--- src/rtl/rotor_pkg.sv ---
// Shared types and constants for the rotor stepper sequencer.
// Holds the FSM state enum, the two-phase-on full-step coil table and the phase step helper.
package rotor_pkg;

  typedef enum logic [1:0] {
    StIdle,
    StRun,
    StHold
  } rotor_state_e;

  // Two-phase-on full-step pattern, indexed by the rotor phase.
  localparam logic [3:0] SEQ [4] = '{4'b1100, 4'b0110, 4'b0011, 4'b1001};

  function automatic logic [1:0] phase_step(input logic [1:0] p, input logic fwd);
    return fwd ? p + 2'd1 : p - 2'd1;
  endfunction

endpackage

--- src/rtl/rotor_driver_if.sv ---
// Trigger/direction inputs and coil/status outputs of the rotor sequencer.
// The slave modport is the sequencer; the master modport is whoever drives the trigger.
interface rotor_driver_if #(
  parameter int unsigned STEPS = 8
);
  localparam int unsigned StepW = $clog2(STEPS + 1);

  logic             rotorCheck;
  logic             rotorDir;
  logic [3:0]       coil;
  logic             busy;
  logic             done;
  logic [StepW-1:0] stepCount;
  logic [7:0]       missedTriggers;

  modport master (
    output rotorCheck, rotorDir,
    input  coil, busy, done, stepCount, missedTriggers
  );

  modport slave (
    input  rotorCheck, rotorDir,
    output coil, busy, done, stepCount, missedTriggers
  );

endinterface

--- src/rtl/rotor_step_timer.sv ---
// Step-rate divider: counts 0..CLK_DIV-1 while enabled and flags the terminal count.
// The tick is combinational so the phase advance lands on the same edge the divider wraps.
module rotor_step_timer #(
  parameter int unsigned CLK_DIV = 4
) (
  input  logic clk,
  input  logic reset,
  input  logic clear,
  input  logic enable,
  output logic tick
);

  localparam int unsigned DivW = (CLK_DIV > 1) ? $clog2(CLK_DIV) : 1;

  logic [DivW-1:0] div_q, div_d;

  assign tick = enable && (div_q == DivW'(CLK_DIV - 1));

  always_comb begin
    div_d = div_q;
    if (clear || tick) begin
      div_d = '0;
    end else if (enable) begin
      div_d = div_q + 1'b1;
    end
  end

  always_ff @(posedge clk) begin
    if (reset) begin
      div_q <= '0;
    end else begin
      div_q <= div_d;
    end
  end

endmodule

--- src/rtl/rotor_driver.sv ---
// Stepper-rotor sequencer: each rising edge of rotorCheck runs one STEPS-step move,
// holds the coils for HOLD_CYCLES, then de-energizes. One extra trigger is buffered.
module rotor_driver
  import rotor_pkg::*;
#(
  parameter int unsigned CLK_DIV     = 4,
  parameter int unsigned STEPS       = 8,
  parameter int unsigned HOLD_CYCLES = 3
) (
  input logic           clk,
  input logic           reset,
  rotor_driver_if.slave bus
);

  localparam int unsigned StepW = $clog2(STEPS + 1);
  localparam int unsigned HoldW = (HOLD_CYCLES > 1) ? $clog2(HOLD_CYCLES) : 1;

  rotor_state_e     state_q, state_d;
  logic [1:0]       p_q, p_d;
  logic             dir_q, dir_d;
  logic             pending_q, pending_d;
  logic             prev_q, prev_d;
  logic [StepW-1:0] step_q, step_d;
  logic [HoldW-1:0] hold_q, hold_d;
  logic [7:0]       missed_q, missed_d;
  logic [3:0]       coil_q, coil_d;
  logic             busy_q, busy_d;
  logic             done_q, done_d;

  logic trig_edge;
  logic start;
  logic tick;

  assign trig_edge = bus.rotorCheck & ~prev_q;
  assign start     = (state_q == StIdle) && (trig_edge || pending_q);

  rotor_step_timer #(
    .CLK_DIV(CLK_DIV)
  ) u_timer (
    .clk   (clk),
    .reset (reset),
    .clear (start),
    .enable(state_q == StRun),
    .tick  (tick)
  );

  always_comb begin
    state_d   = state_q;
    p_d       = p_q;
    dir_d     = dir_q;
    pending_d = pending_q;
    prev_d    = bus.rotorCheck;
    step_d    = step_q;
    hold_d    = hold_q;
    missed_d  = missed_q;
    done_d    = 1'b0;

    unique case (state_q)
      StIdle: begin
        if (start) begin
          state_d   = StRun;
          pending_d = 1'b0;
          step_d    = '0;
          dir_d     = bus.rotorDir;
        end
      end
      StRun: begin
        if (tick) begin
          p_d    = phase_step(p_q, dir_q);
          step_d = step_q + 1'b1;
          if (step_q == StepW'(STEPS - 1)) begin
            state_d = StHold;
            hold_d  = '0;
          end
        end
      end
      StHold: begin
        if (hold_q == HoldW'(HOLD_CYCLES - 1)) begin
          state_d = StIdle;
          done_d  = 1'b1;
        end else begin
          hold_d = hold_q + 1'b1;
        end
      end
      default: state_d = StIdle;
    endcase

    // Triggers during a move: buffer one, count the rest.
    if ((state_q != StIdle) && trig_edge) begin
      if (!pending_q) begin
        pending_d = 1'b1;
      end else if (missed_q != 8'hFF) begin
        missed_d = missed_q + 8'd1;
      end
    end

    busy_d = (state_d != StIdle);
    coil_d = busy_d ? SEQ[p_d] : 4'b0000;
  end

  always_ff @(posedge clk) begin
    if (reset) begin
      state_q   <= StIdle;
      p_q       <= 2'd0;
      dir_q     <= 1'b0;
      pending_q <= 1'b0;
      prev_q    <= 1'b1;
      step_q    <= '0;
      hold_q    <= '0;
      missed_q  <= 8'd0;
      coil_q    <= 4'b0000;
      busy_q    <= 1'b0;
      done_q    <= 1'b0;
    end else begin
      state_q   <= state_d;
      p_q       <= p_d;
      dir_q     <= dir_d;
      pending_q <= pending_d;
      prev_q    <= prev_d;
      step_q    <= step_d;
      hold_q    <= hold_d;
      missed_q  <= missed_d;
      coil_q    <= coil_d;
      busy_q    <= busy_d;
      done_q    <= done_d;
    end
  end

  assign bus.coil           = coil_q;
  assign bus.busy           = busy_q;
  assign bus.done           = done_q;
  assign bus.stepCount      = step_q;
  assign bus.missedTriggers = missed_q;

endmodule

--- src/flat_wrapper.sv ---
// flat-port wrapper written by rule: the top's interface ports become plain ports
module rotor_driver_flat import rotor_pkg::*;
#(
  parameter int unsigned CLK_DIV     = 4,
  parameter int unsigned STEPS       = 8,
  parameter int unsigned HOLD_CYCLES = 3
)
  (clk, reset, bus_rotorCheck, bus_rotorDir, bus_coil, bus_busy, bus_done, bus_stepCount, bus_missedTriggers);
  rotor_driver_if #(.STEPS(STEPS)) bus_i ();
  input logic clk;
  input logic reset;
  input wire logic [$bits(bus_i.rotorCheck)-1:0] bus_rotorCheck;
  input wire logic [$bits(bus_i.rotorDir)-1:0] bus_rotorDir;
  output wire logic [$bits(bus_i.coil)-1:0] bus_coil;
  output wire logic [$bits(bus_i.busy)-1:0] bus_busy;
  output wire logic [$bits(bus_i.done)-1:0] bus_done;
  output wire logic [$bits(bus_i.stepCount)-1:0] bus_stepCount;
  output wire logic [$bits(bus_i.missedTriggers)-1:0] bus_missedTriggers;
  assign bus_i.rotorCheck = bus_rotorCheck;
  assign bus_i.rotorDir = bus_rotorDir;
  assign bus_coil = bus_i.coil;
  assign bus_busy = bus_i.busy;
  assign bus_done = bus_i.done;
  assign bus_stepCount = bus_i.stepCount;
  assign bus_missedTriggers = bus_i.missedTriggers;
  rotor_driver #(.CLK_DIV(CLK_DIV), .STEPS(STEPS), .HOLD_CYCLES(HOLD_CYCLES)) u_core (.clk(clk), .reset(reset), .bus(bus_i));
endmodule
--- config.mk ---
export PLATFORM = sky130hd
export DESIGN_NAME = rotor_driver_flat
export DESIGN_NICKNAME = d
export VERILOG_FILES = /design/src/rtl/rotor_pkg.sv /design/src/rtl/rotor_driver_if.sv /design/src/rtl/rotor_step_timer.sv /design/src/rtl/rotor_driver.sv /design/src/flat_wrapper.sv
export SDC_FILE = /design/constraint.sdc
export NUM_CORES = 1
export LEC_CHECK = 0
export ABC_AREA = 1
export ABC_CLOCK_PERIOD_IN_PS = 2100
export BUFFER_PORTS_ARGS = -buffer_cell sky130_fd_sc_hd__buf_4
export CAP_MARGIN = 25
export CORE_AREA = 4 4 57 59
export CTS_CLUSTER_DIAMETER = 40
export DETAILED_ROUTE_END_ITERATION = 10
export DIE_AREA = 0 0 61 63
export PLACE_DENSITY = 0.71
export SLEW_MARGIN = 10
export SYNTH_ARGS = -nofsm -noshare
export SYNTH_HDL_FRONTEND = slang
export SYNTH_HIERARCHICAL = 1
export SYNTH_SLANG_ARGS = --single-unit
--- constraint.sdc ---
create_clock -name clk -period 2.1 [get_ports clk]
set_input_delay 0.315 -clock clk [delete_from_list [all_inputs] [get_ports clk]]
set_output_delay 0.315 -clock clk [all_outputs]
set_load 0.005 [all_outputs]
; ---- Word level (Yosys, flattened, before mapping)
; Cells that the tools add are included.
[totals]
ff_bits = 29
n_memories = 0
in_bits = 4
output_inout_bits = 18
wordCells = 74
latchBits = 0
rom_bits = 0
ram_bits = 0
[classes]
eq_ne = 10
n_mul = 0
div = 0
shifts = 0
n_bitwise = 5
n_lt_le_gt_ge = 1
n_addsub = 6
mux = 23
n_reduce_logical = 17
[op_table]
columns = cell, count
row1 = 2-to-1 mux 2 bit, 10
row2 = 2-to-1 mux 4 bit, 4
row3 = adder 8 x 1 -> 8 bit (second input constant), 1
row4 = binary-select mux 4 bit (select 2 bit), 1
row5 = != test 8 bit (second input constant), 1
row6 = one-hot mux 4 bit (2 select lines), 1
row7 = nonzero test 2 bit, 4
row8 = adder 2 x 1 -> 2 bit (second input constant), 3
row9 = equality test 2 bit (second input constant), 3
row10 = one-hot mux 2 bit (3 select lines), 1
row11 = AND reduction 3 bit, 2
row12 = OR reduction 2 bit, 3
row13 = 2-to-1 mux 1 bit, 5
row14 = adder 4 x 1 -> 4 bit (second input constant), 1
row15 = equality test 4 x 3 -> 1 bit (second input constant), 1
row16 = != test 2 x 1 -> 1 bit (second input constant), 2
row17 = != test 2 bit (second input constant), 2
row18 = one-hot mux 2 bit (2 select lines), 1
row19 = AND reduction 4 bit, 1
row20 = greater-or-equal comparator 3 bit (second input constant), 1
row21 = logical AND 1 bit, 3
row22 = inverter 1 bit, 3
row23 = inverter 2 -> 3 bit, 1
row24 = equality test 2 x 1 -> 1 bit (second input constant), 1
row25 = other kinds (5), 6

; ---- Depth between registers and ports, before layout
; Gate-level depths: netlist of the first run.
[logic_depth]
ltp_word = 9
ltp_mapped = 12
mapped_depth_nobuf = 12

; ---- Hierarchy
; The synthesis of the first run kept the hierarchy.
[modules_own_cells]
columns = mod, seq_area_each_um2, instances, cells_per_inst, area_each_um2
row1 = rotor_driver, 540.5, 1, 189, 1326.3
row2 = rotor_step_timer, 40.0, 1, 19, 117.6

; ---- Worst setup path after synthesis of the first run
; Ideal clock, no wire load.
[synth_timing]
kind = register to register
from = reg u_core.state_q[0]
to = reg u_core.coil_q[1], in the netlist u_core/bus.coil[1]
setup_slack_ns = 0.642
n_path_buf = 0
t_arrival_ns = 1.343
synth_period_minus_slack_ns = 1.458
setup_time_ns = 0.116
required_ns = 1.984
stages_incl_launch_ff = 12
path_cell_list = dfxtp_1 -> inv_2 -> nor2_4 -> nand2_1 -> inv_1 -> inv_2 -> nor2_2 -> nand3_1 -> nand2_2 -> nand2_1 -> nand2_1 -> nor2_1
[synth_between]
elab_chain_len = 8
elab_cells_between_ends = 19
cone_classes = 2 x eq/ne / 10 x mux / 2 x bitwise / 5 x reduce/logical
[synth_lines]
columns = element, line
row1 = start: declaration, rotor_driver.sv:18  ; rotor_state_e state_q, state_d;
row2 = start signal: assignment, rotor_driver.sv:103  ; state_q <= StIdle;
row3 = start signal: assignment, rotor_driver.sv:115  ; state_q <= state_d;
row4 = equality test 2 x 1 -> 1 bit (*), rotor_driver.sv:43  ; .enable(state_q == StRun),
row5 = logical AND 1 bit (*), rotor_step_timer.sv:17  ; assign tick = enable && (div_q == DivW'(CLK_DIV - 1));
row6 = via u_core.tick, rotor_driver.sv:32  ; logic tick;
row7 = 2-to-1 mux 2 bit, rotor_driver.sv:68  ; if (tick) begin
row8 = 2-to-1 mux 2 bit, rotor_driver.sv:58  ; unique case (state_q)
row9 = inverter 2 -> 3 bit (implied by the code), rotor_driver.sv:98  ; coil_d = busy_d ? SEQ[p_d] : 4'b0000;
row10 = binary-select mux 4 bit (select 2 bit), rotor_driver.sv:98
row11 = 2-to-1 mux 4 bit (implied by the code) (2 in series), rotor_driver.sv:98
row12 = end signal: assignment, rotor_driver.sv:123  ; coil_q <= coil_d;
row13 = end: declaration, rotor_driver.sv:26  ; logic [3:0] coil_q, coil_d;
; Mark *: on every way through the listed nets, which the timed path passes. The rest lies on a longest branch. The select of a mux whose other input is x is not followed.
; A chain may end at the register's enable or synchronous reset.

; ---- Final worst setup path of the first run
[layout_timing]
from = reg u_core.state_q[0]
to = reg u_core.hold_q[0]
[layout_between]
elab_chain_len = 4
elab_cells_between_ends = 9
cone_classes = 5 x eq/ne / 1 x mux / 3 x reduce/logical
[layout_lines]
columns = element, line
row1 = equality test 2 x 1 -> 1 bit, rotor_driver.sv:43
row2 = logical AND 1 bit, rotor_step_timer.sv:17
row3 = via u_core.tick, rotor_driver.sv:32
row4 = != test 2 x 1 -> 1 bit (no line), --
row5 = AND reduction 4 bit (no line), --
row6 = end signal: assignment, rotor_driver.sv:121  ; hold_q <= hold_d;
row7 = end: declaration, rotor_driver.sv:24  ; logic [HoldW-1:0] hold_q, hold_d;
; The timed path passes the listed nets, and every way through them passes these cells.

==> results.md, run 1 <==
- After synthesis, the mean cell area works out to 6.942 um^2.
- STA puts the critical path data arrival time at 1.91 ns.
- The worst setup path is captured at a flop.
- Setup repair after global routing left no endpoint under its margin.
- The count of max-cap constraint violations is 0.
- The via total after detailed routing is 1301.
- The Yosys step of the flow raised 6 warnings.
- The number of buffers inserted during clock tree synthesis is 5.
- The routed design could run at a clock period as short as 1.690 ns.
- Counting every net in the synthesized netlist gives 216.
- Leaving out fill and tap cells, the most frequent cell in the layout is sky130_fd_sc_hd__nand2_1.
- The post-synthesis cell area is 1444 um^2.
- Global routing consumed, over all layers together, 17.41% of the routing resources.
- The origin of the worst min-delay path is bus_rotorCheck.
- The highest layer used for signal routing is met4.
- The final critical-path share of the clock period is 80.48%.
- The antenna diode instance count is 0.
- The area of the core is 2710 um^2.
- The combinational family with the most area after synthesis is simple AND/OR/NAND/NOR gates.
- The actual transition at the worst max-transition pin is 0.3459 ns.
- The number of cells on the worst reg-to-reg path is 9.
- The synthesized netlist devotes 5.979% of its cell area to compound gates.
- 22 I/O pins were placed.
- The total power divided by cell area is 736.7 nW/um^2.
- The number of global-route vias before repair is 1253.
- The final standard cell utilization of the core is 64.17%.
- The count of input and output buffers is 21.
- The hold buffer count at cts is 0.
- The critical path start-end classification is reg2reg.
- In the final design database the tool counted 243 nets.
- Setup violations remaining at the end of the flow were counted as 0.
- In this run the critical register-to-register path is launched from u_core/state_q[0]$_SDFF_PP0_.
- The internal reg-to-reg setup slack is 0.41 ns.
- In this run the number of H-tree levels came out at 2.
- The global-route wire length before repair is 5064 um.
- The initial detailed-routing violation count is 46.
- CTS placed an instance of sky130_fd_sc_hd__clkbuf_4 at the clock tree root.
- CTS saw 29 sinks.
- Dividing the detail-routed wire length by the instance count gives 10.94 um.
- After detailed routing, the total wire length is 2921 um.
- After detailed routing, the number of remaining DRC violations is 0.
- The number of storage elements in the synthesis netlist is 29.
- The detail route stage leaves a number of antenna-violating nets equal to 0.
- The number of iterations in the first detailed-routing pass is 5.
- The number of antenna violations at the first check in global routing was 0.
- The worst hold path terminates at u_core/prev_q$_SDFF_PP1_.
- The CTS tree is built.
- The final sum of negative setup slack is 0 ns.
- The number of setup buffers added after CTS is 0.
- After global routing the overflow that remains totals 0.
- For this run, the register share of the synthesized area comes to 40.21%.
- The post-synthesis simple-gate area fraction is 38.56%.
- In the synthesized netlist, mux cells make up 0% of the area.
- The top cell types in the final layout, fill and taps aside, are sky130_fd_sc_hd__nand2_1 (61), sky130_fd_sc_hd__dfxtp_1 (29), sky130_fd_sc_hd__inv_1 (24).
- Entering global routing, the biggest net connects 16 pins.
- The detailed-route vias per instance is 4.873.
- The worst hold path class is in2reg.
- The post-route cell area is 1739 um^2.
- The relative max-transition margin is 76.80%.
- The worst-case clock skew is 0.003151 ns.
- The HPWL after detailed placement is 2246 um.
- Static timing analysis puts the maximum clock frequency at 0.5917 GHz.
- The amount of wire on met2 after detailed routing is 1510 um.
- The sum of met3 wire segment lengths after detailed routing is 134 um.
- Clock-pin slew was measured on the worst setup and hold paths at 0.09 ns.
- The clock latency on the worst-skew pair is 0.33 ns.
- The number of standard cells after synthesis is 208.
- The growth of design area from synthesis to finish is 20.45%.
- At the worst endpoint, the required time is 2.32 ns.
- The max-slew violation total from the final report was 0.
- The synthesized netlist devotes 3.466% of its cell area to adder and majority cells.
- The number of library cell types mapped by synthesis is 26.
- The die is 63 um tall.
- The capture point of the worst reg-to-reg path is u_core/hold_q[0]$_SDFFE_PP0P_.
- The number of cells on the worst hold path is 2.
- The final-layout worst hold slack is 0.1942 ns.
- The maximum clock insertion buffer count is 2.
- In this run the cell area measured after placement is 1637 um^2.
- The floorplan has 19 rows.
- Along the worst path, the maximum fanout reaches 10.
- Measured along the x axis, the die boundary spans 61 um.
- The sum of routed wire segments on met1 is 1228 um.
- The synthesized netlist devotes 2.426% of its cell area to XOR and XNOR gates.
- The number of gates resized after CTS was 0.
- The post-route netlist has 24.15% of its cells at a drive strength greater than 1.
- The worst IR drop on VDD is 0.6992 mV.
- The final number of hold-violating endpoints is 0.
- The leakage power is 0.8250 nW.
- The type of element launching the critical path is a flop.
- The congestion estimate from routability-driven global placement came to 0.8481.
- The flow ran to the end, and the final reports show no timing, DRC or antenna violations.
- The die area is 3843 um^2.
- The initial cell density of the core is 53.28%.
## critical path: stages (launching register included)
cell and delay [ns]:
sky130_fd_sc_hd__dfxtp_1 0.40, sky130_fd_sc_hd__inv_2 0.09, sky130_fd_sc_hd__nor2_4 0.22, sky130_fd_sc_hd__nand2_1 0.11, sky130_fd_sc_hd__inv_1 0.15, sky130_fd_sc_hd__nand3_2 0.15
sky130_fd_sc_hd__nand2_1 0.13, sky130_fd_sc_hd__nand2_1 0.09, sky130_fd_sc_hd__o21ai_0 0.18, sky130_fd_sc_hd__inv_1 0.07
## worst max path at each step
stage | slack (ns) | depth (start not counted) | end | from
6_report | 0.41 | 9 | u_core/hold_q[0]$_SDFFE_PP0P_ | u_core/state_q[0]$_SDFF_PP0_
5_1_grt | 0.22 | 9 | u_core/hold_q[0]$_SDFFE_PP0P_ | u_core/state_q[0]$_SDFF_PP0_
4_1_cts | 0.43 | 9 | u_core/hold_q[0]$_SDFFE_PP0P_ | u_core/state_q[0]$_SDFF_PP0_
3_5_place_dp | 0.46 | 9 | u_core/hold_q[0]$_SDFFE_PP0P_ | u_core/state_q[0]$_SDFF_PP0_
3_3_place_gp | 0.54 | 11 | u_core/bus.coil[3]$_SDFF_PP0_ | u_core/state_q[0]$_SDFF_PP0_
2_1_floorplan | 0.64 | 11 | u_core/bus.coil[1]$_SDFF_PP0_ | u_core/state_q[0]$_SDFF_PP0_
## metal layers
metal | global-route usage, % | up-vias
li1 | - | 690
met1 | 17.86 | 580
met2 | 30.61 | 26
met3 | 6.198 | 5
met4 | 7.317 | 0
met5 | 0 | -
## logic make-up after synthesis
family          Yosys count
flops                    29
xor+xnor                  4
compound gates           16
simple gates            119
fa+ha+maj                 4
buf+inv                  36
## cells in the mapped netlist
master / n / area [um^2]
sky130_fd_sc_hd__ha_1: 4 / 50.05
sky130_fd_sc_hd__nor3_1: 1 / 5.000
sky130_fd_sc_hd__nor2_4: 3 / 33.78
sky130_fd_sc_hd__xnor2_1: 2 / 17.52
sky130_fd_sc_hd__nand2_4: 2 / 22.52
sky130_fd_sc_hd__nand3_1: 12 / 60.06
sky130_fd_sc_hd__o21ai_2: 1 / 8.760
sky130_fd_sc_hd__a21oi_1: 10 / 50.05
sky130_fd_sc_hd__nand3_2: 3 / 30.03
sky130_fd_sc_hd__o21ai_0: 2 / 10.01
sky130_fd_sc_hd__nand2_2: 7 / 43.79
sky130_fd_sc_hd__o21ai_1: 2 / 10.01
sky130_fd_sc_hd__clkbuf_1: 1 / 3.750
sky130_fd_sc_hd__or2_1: 1 / 6.260
sky130_fd_sc_hd__clkinv_1: 3 / 11.26
sky130_fd_sc_hd__nand4_1: 2 / 12.51
sky130_fd_sc_hd__o211ai_1: 1 / 7.510
sky130_fd_sc_hd__dfxtp_1: 29 / 580.6
sky130_fd_sc_hd__or2_2: 1 / 6.260
sky130_fd_sc_hd__inv_2: 8 / 30.03
sky130_fd_sc_hd__nor2_1: 22 / 82.58
sky130_fd_sc_hd__nor2_2: 3 / 18.77
sky130_fd_sc_hd__nand2_1: 61 / 229.0
sky130_fd_sc_hd__xor2_1: 2 / 17.52
sky130_fd_sc_hd__inv_1: 24 / 90.09
sky130_fd_sc_hd__nor4_1: 1 / 6.260
## power breakdown
part           internal (mW)  leakage, nW  switching [mW]  total, mW
combinational         0.0485        0.534          0.0835      0.132
clock                  0.368       0.0552           0.197      0.566
sequential             0.571        0.236          0.0126      0.584
total                  0.988        0.825           0.293       1.28
## cell type report
cell class | instances | area (um^2)
Fill cell | 233 | 970.9
Multi-Input combinational cell | 143 | 728.2
Clock buffer | 5 | 37.54
Tap cell | 31 | 38.79
Sequential cell | 29 | 580.6
Inverter | 35 | 131.4
Timing Repair Buffer | 21 | 157.7
Clock inverter | 3 | 65.06
## sequential cells by signal, indices dropped and copies added, names as in the netlist
register                   flops
u_core/bus.missedTriggers      8
u_core/bus.coil                4
u_core/bus.stepCount           4
u_core/hold_q                  2
u_core/p_q                     2
u_core/state_q                 2
u_core/u_timer/div_q           2
u_core/bus.busy                1
u_core/bus.done                1
u_core/dir_q                   1
u_core/pending_q               1
u_core/prev_q                  1
## stage by stage
step           instances  worst slack, ns  total power [mW]
3_5_place_dp         259           0.4574            0.7294
3_3_place_gp         259           0.5360            0.7223
4_1_cts              267           0.4327             1.300
5_1_grt              267           0.2231             1.351
6_report             267           0.4100             1.281
2_1_floorplan        208           0.6416            0.6842
Note: power is estimated with default switching activity, not from simulation.
==> run 2: changes to the inputs <==
ABC_AREA = 0   (was 1)
ABC_CLOCK_PERIOD_IN_PS = 1450   (was 2100)
PLACE_DENSITY = 0.68   (was 0.71)
clock period = 1.45 ns   (was 2.1 ns; I/O delays follow)
==> run 2 against run 1 <==
  * The flow now finishes with violations (setup timing)
  * Via count fell by 13%
  * Clock skew increased by 0.0050 ns
  * Global-route usage decreased by 1.7 points
  * Die area did not move
  * Final area increased by 2.8%
  * Critical path type unchanged
  * Critical endpoint is now u_core/bus.coil[3]$_SDFF_PP0_
  * Largest power group unchanged
==> results.md, run 2 <==
- The number of clock sinks is 29 (unchanged).
- The slowest cell on the critical path was sky130_fd_sc_hd__dfxtp_4 (was sky130_fd_sc_hd__dfxtp_1).
- The number of placed I/O pins is 22 (unchanged).
- The number of storage elements in the synthesis netlist is 29 (unchanged).
- The number of stages on the worst setup path is 6 (was 9).
- Outcome: finished with violations (was complete, no violations).
- The die outline width is 61 um (unchanged).
- Main area contributors after synthesis: sky130_fd_sc_hd__dfxtp_1 (45%), sky130_fd_sc_hd__nor2_1 (6.1%), sky130_fd_sc_hd__ha_1 (3.9%), sky130_fd_sc_hd__mux2i_1 (3.9%), sky130_fd_sc_hd__xor2_1 (2.7%) (was sky130_fd_sc_hd__dfxtp_1 (40%), sky130_fd_sc_hd__nand2_1 (16%), sky130_fd_sc_hd__inv_1 (6.2%), sky130_fd_sc_hd__nor2_1 (5.7%), sky130_fd_sc_hd__nand3_1 (4.2%)).
- The total length of routed wires came to 2673 um (was 2921 um).
- The aggregate global routing overflow was 0 (unchanged).
- The area of the core is 2710 um^2 (unchanged).
- The worst setup timing slack at the placement stage was -0.05202 ns (was 0.4574 ns).
- The portion of synthesized cell area occupied by the leading cell type came to 45.18% (was 40.21%).
- The number of iterations in the first detailed-routing pass came to 4 (was 5).
- The critical path launch point is u_core/state_q[1]$_SDFF_PP0_ (was u_core/state_q[0]$_SDFF_PP0_).
- The residual antenna-violating net count after detailed routing was 0 (unchanged).
- The die area is 3843 um^2 (unchanged).
- The maximum clock frequency is 0.6753 GHz (was 0.5917 GHz).
- The wire length per cell is 12.38 um (was 10.94 um).
- The antenna diode instance count is 0 (unchanged).
- The CTS H-tree depth came to 2 (unchanged).
- The ratio of cells with drive above 1 in the final layout came to 40.00% (was 24.15%).
- The final critical-path share of the clock period came to 102.1% (was 80.48%).
- The checks that failed: setup timing.
- The cell family with the largest share of critical-path delay was simple AND/OR/NAND/NOR gates (unchanged).
- The biggest fanout along the worst timing path is 4 (was 10).
- The master cell of the clock root buffer is sky130_fd_sc_hd__clkbuf_4 (unchanged).
- The data required time of the worst path is 1.71 ns (was 2.32 ns).
- The relative max-transition margin is 73.43% (was 76.80%).
- The number of global-route vias before repair is 1082 (was 1253).
- The data arrival at the endpoint of the critical path came to 1.74 ns (was 1.91 ns).
- The buffer and inverter count on the worst path is 0 (was 3).
- The worst-case clock skew is 0.008149 ns (was 0.003151 ns).
- The capture point of the worst reg-to-reg path was u_core/bus.coil[3]$_SDFF_PP0_ (was u_core/hold_q[0]$_SDFFE_PP0P_).
- The maximum number of pins on one net before global-route repair is 23 (was 16).
- The growth of design area from synthesis to finish was 39.14% (was 20.45%).
- The highest layer used for signal routing is met4 (unchanged).
- The critical path start-end classification is reg2reg (unchanged).
- The initial detailed-routing violation count is 22 (was 46).
- The global-route wire length before repair is 4574 um (was 5064 um).
- The via total after detailed routing is 1127 (was 1301).
- The post-synthesis cell area is 1285 um^2 (was 1444 um^2).
- The count of unresolved DRC violations after routing is 0 (unchanged).
- The number of cells in the design after placement is 200 (was 259).
- The setup slack of the critical path after layout is -0.03085 ns (was 0.4100 ns).
- The number of library cell types mapped by synthesis is 44 (was 26).
- The die extent in y is 63 um (unchanged).
- The final number of hold-violating endpoints came to 0 (unchanged).
- The capture point of the critical path is u_core/bus.coil[3]$_SDFF_PP0_ (was u_core/hold_q[0]$_SDFFE_PP0P_).
- CP Cell Sequence: and2b_2, and2_4, nand3b_1, mux2i_1, xor2_1, nor2b_1 (was inv_2, nor2_4, nand2_1, inv_1, nand3_2, nand2_1, nand2_1, o21ai_0, inv_1).
- The number of buffers inserted during clock tree synthesis is 5 (unchanged).
- The count of input and output buffers was 21 (unchanged).
- The total number of placement rows is 19 (unchanged).
- The async set-or-reset flop fraction in the synthesized netlist is 0% (unchanged).
- The worst stage delay on the critical path is 0.37 ns (was 0.40 ns).
- The number of cells on the worst hold path came to 2 (unchanged).
- The sequential-to-total area share from yosys stat is 45.18% (was 40.21%).
- The synthesized netlist net count is 148 (was 216).
- The number of inserted filler cells in the final layout came to 233 (unchanged).
- The category of the worst setup path capture point is a flop (unchanged).
- The sum of routed wire segments on met1 is 1188 um (was 1228 um).
- Commonest cells in the netlist: sky130_fd_sc_hd__dfxtp_1 (29), sky130_fd_sc_hd__nor2_1 (21), sky130_fd_sc_hd__nand2_1 (9) (was sky130_fd_sc_hd__nand2_1 (61), sky130_fd_sc_hd__dfxtp_1 (29), sky130_fd_sc_hd__inv_1 (24)).
- The number of enable-type register cells in the synthesized netlist is 0 (unchanged).
- The global-route total usage across every layer is 15.70% (was 17.41%).
- The leakage power is 0.7821 nW (was 0.8250 nW).
- The amount of wire on met2 after detailed routing came to 1314 um (was 1510 um).
- The synthesized area per cell is 9.178 um^2 (was 6.942 um^2).
- The weighted congestion reported at the end of routability-driven placement was 0.7626 (was 0.8481).
- The library cell occupying the most area in the post-synthesis netlist is sky130_fd_sc_hd__dfxtp_1 (unchanged).
- The max-slew violation total from the final report was 0 (unchanged).
- The hold buffer count at cts is 0 (unchanged).
- The type of element launching the critical path is a flop (unchanged).
- The number of flip-flops in the largest register came to 8 (unchanged).
- The count of max-cap constraint violations came to 0 (unchanged).
- The maximum clock insertion buffer count is 2 (unchanged).
- The final net count is 192 (was 243).
- The CTS tree was built (unchanged).
- The most used flip-flop cell after synthesis is sky130_fd_sc_hd__dfxtp_1 (unchanged).
- The internal reg-to-reg setup slack came to -0.03 ns (was 0.41 ns).
- The number of setup violations in the final report was 4 (was 0).
- The clock-pin transition on the worst setup and hold timing paths came to 0.09 ns (about the same).
- The clock latency on the worst-skew pair is 0.32 ns (was 0.33 ns).
- The clock period minus final worst setup slack is 1.481 ns (was 1.690 ns).
- Most frequent cells in the layout: sky130_fd_sc_hd__buf_4 (42), sky130_fd_sc_hd__dfxtp_1 (24), sky130_fd_sc_hd__nor2_1 (20) (was sky130_fd_sc_hd__nand2_1 (61), sky130_fd_sc_hd__dfxtp_1 (29), sky130_fd_sc_hd__inv_1 (24)).
- The number of standard cells after synthesis is 140 (was 208).
- The worst hold path class is in2reg (unchanged).
- The worst IR drop on VDD is 0.9566 mV (was 0.6992 mV).
- The HPWL after detailed placement is 1923 um (was 2246 um).
- The detailed-route vias per instance came to 5.218 (was 4.873).
- Setup repair after global routing missed its margin: true (was false).
- The final non-filler cell total is 216 (was 267).
- The launching point of the worst reg2reg path is u_core/state_q[1]$_SDFF_PP0_ (was u_core/state_q[0]$_SDFF_PP0_).
- The number of antenna violations at the first check in global routing is 0 (unchanged).
- The most used standard cell by instance count after synthesis is sky130_fd_sc_hd__dfxtp_1 (was sky130_fd_sc_hd__nand2_1).
- The initial cell density of the core is 47.41% (was 53.28%).
- The total power is 1.702 mW (was 1.281 mW).
- The number of cell instances on the worst register-to-register path is 6 (was 9).
- The number of warnings issued by yosys was 6 (unchanged).
- The actual transition at the worst max-transition pin is 0.3951 ns (was 0.3459 ns).
- The most common cell after layout, fill and taps aside is sky130_fd_sc_hd__buf_4 (was sky130_fd_sc_hd__nand2_1).
- The total power divided by cell area came to 951.8 nW/um^2 (was 736.7 nW/um^2).
- The sum of met3 wire segment lengths after detailed routing came to 127 um (was 134 um).
run 2: logic make-up after synthesis:
family / after synthesis / share of synthesized area [%]
and+or+nand+nor: 60 / 24.73
DFF: 29 / 45.18
muxes: 6 / 4.771
AOI/OAI and AO/OA: 22 / 12.37
buffers and inverters: 12 / 4.283
xor gates and xnor gates: 7 / 4.771
adders and majority gates: 4 / 3.895
run 2: repair_timing:
action / 4_1_cts / 5_1_grt
pin swaps: 2 / 9
resized for setup: 7 / 8
buffers inserted: 6 / 2
setup endpoints to repair: 7 / 14
run 2: cell type report:
| cell class | instances | area [um^2] | share of cell area [%] |
|---|---|---|---|
| flip-flops and latches | 29 | 591.8 | 33.10 |
| well taps | 31 | 38.79 | 2.169 |
| repair buffers | 42 | 315.3 | 17.63 |
| clock buffers | 5 | 37.54 | 2.099 |
| multi-input cells | 99 | 713.2 | 39.89 |
| clock inverters | 3 | 65.06 | 3.639 |
| inverters | 7 | 26.28 | 1.470 |
run 2: report_power, final:
| part | switching (mW) | total [mW] | internal [mW] | leakage [nW] |
|---|---|---|---|---|
| logic | 0.0401 | 0.0779 | 0.0377 | 0.489 |
| registers | 0.00689 | 0.812 | 0.805 | 0.238 |
| clock network | 0.278 | 0.812 | 0.534 | 0.0552 |
run 2: through the flow:
stage	setup TNS (ns)	hold slack, ns	instance area (um^2)	utilization, %
2_1_floorplan	-0.05128	0.2821	1311	-
3_3_place_gp	-0.007856	0.4253	1568	57.85
3_5_place_dp	-0.09062	0.4380	1568	57.85
4_1_cts	-0.03344	0.09356	1737	64.08
5_1_grt	-0.4929	0.09638	1788	65.97
6_report	-0.03450	0.1076	1788	65.97
run 2: per-layer routing:
layer  up-vias  track usage (%)
li1        574                -
met4         0            4.878
met5         -                0
met1       528            19.02
met2        20            25.27
met3         5            5.785
run 2: how the worst min path moves through the flow:
stage | start | to | slack, ns
floorplan | reset | u_core/u_timer/div_q[0]$_SDFFE_PP0P_ | 0.28
global placement | bus_rotorCheck | u_core/prev_q$_SDFF_PP1_ | 0.43
detailed placement | bus_rotorCheck | u_core/prev_q$_SDFF_PP1_ | 0.44
CTS | bus_rotorCheck | u_core/prev_q$_SDFF_PP1_ | 0.09
global route | bus_rotorCheck | u_core/prev_q$_SDFF_PP1_ | 0.1
finish | bus_rotorCheck | u_core/prev_q$_SDFF_PP1_ | 0.11
run 2: worst register-to-register path: stages (launching register included):
cell	delay [ns]
sky130_fd_sc_hd__dfxtp_4	0.37
sky130_fd_sc_hd__and2b_2	0.22
sky130_fd_sc_hd__and2_4	0.14
sky130_fd_sc_hd__nand3b_1	0.14
sky130_fd_sc_hd__mux2i_1	0.24
sky130_fd_sc_hd__xor2_1	0.18
sky130_fd_sc_hd__nor2b_1	0.14
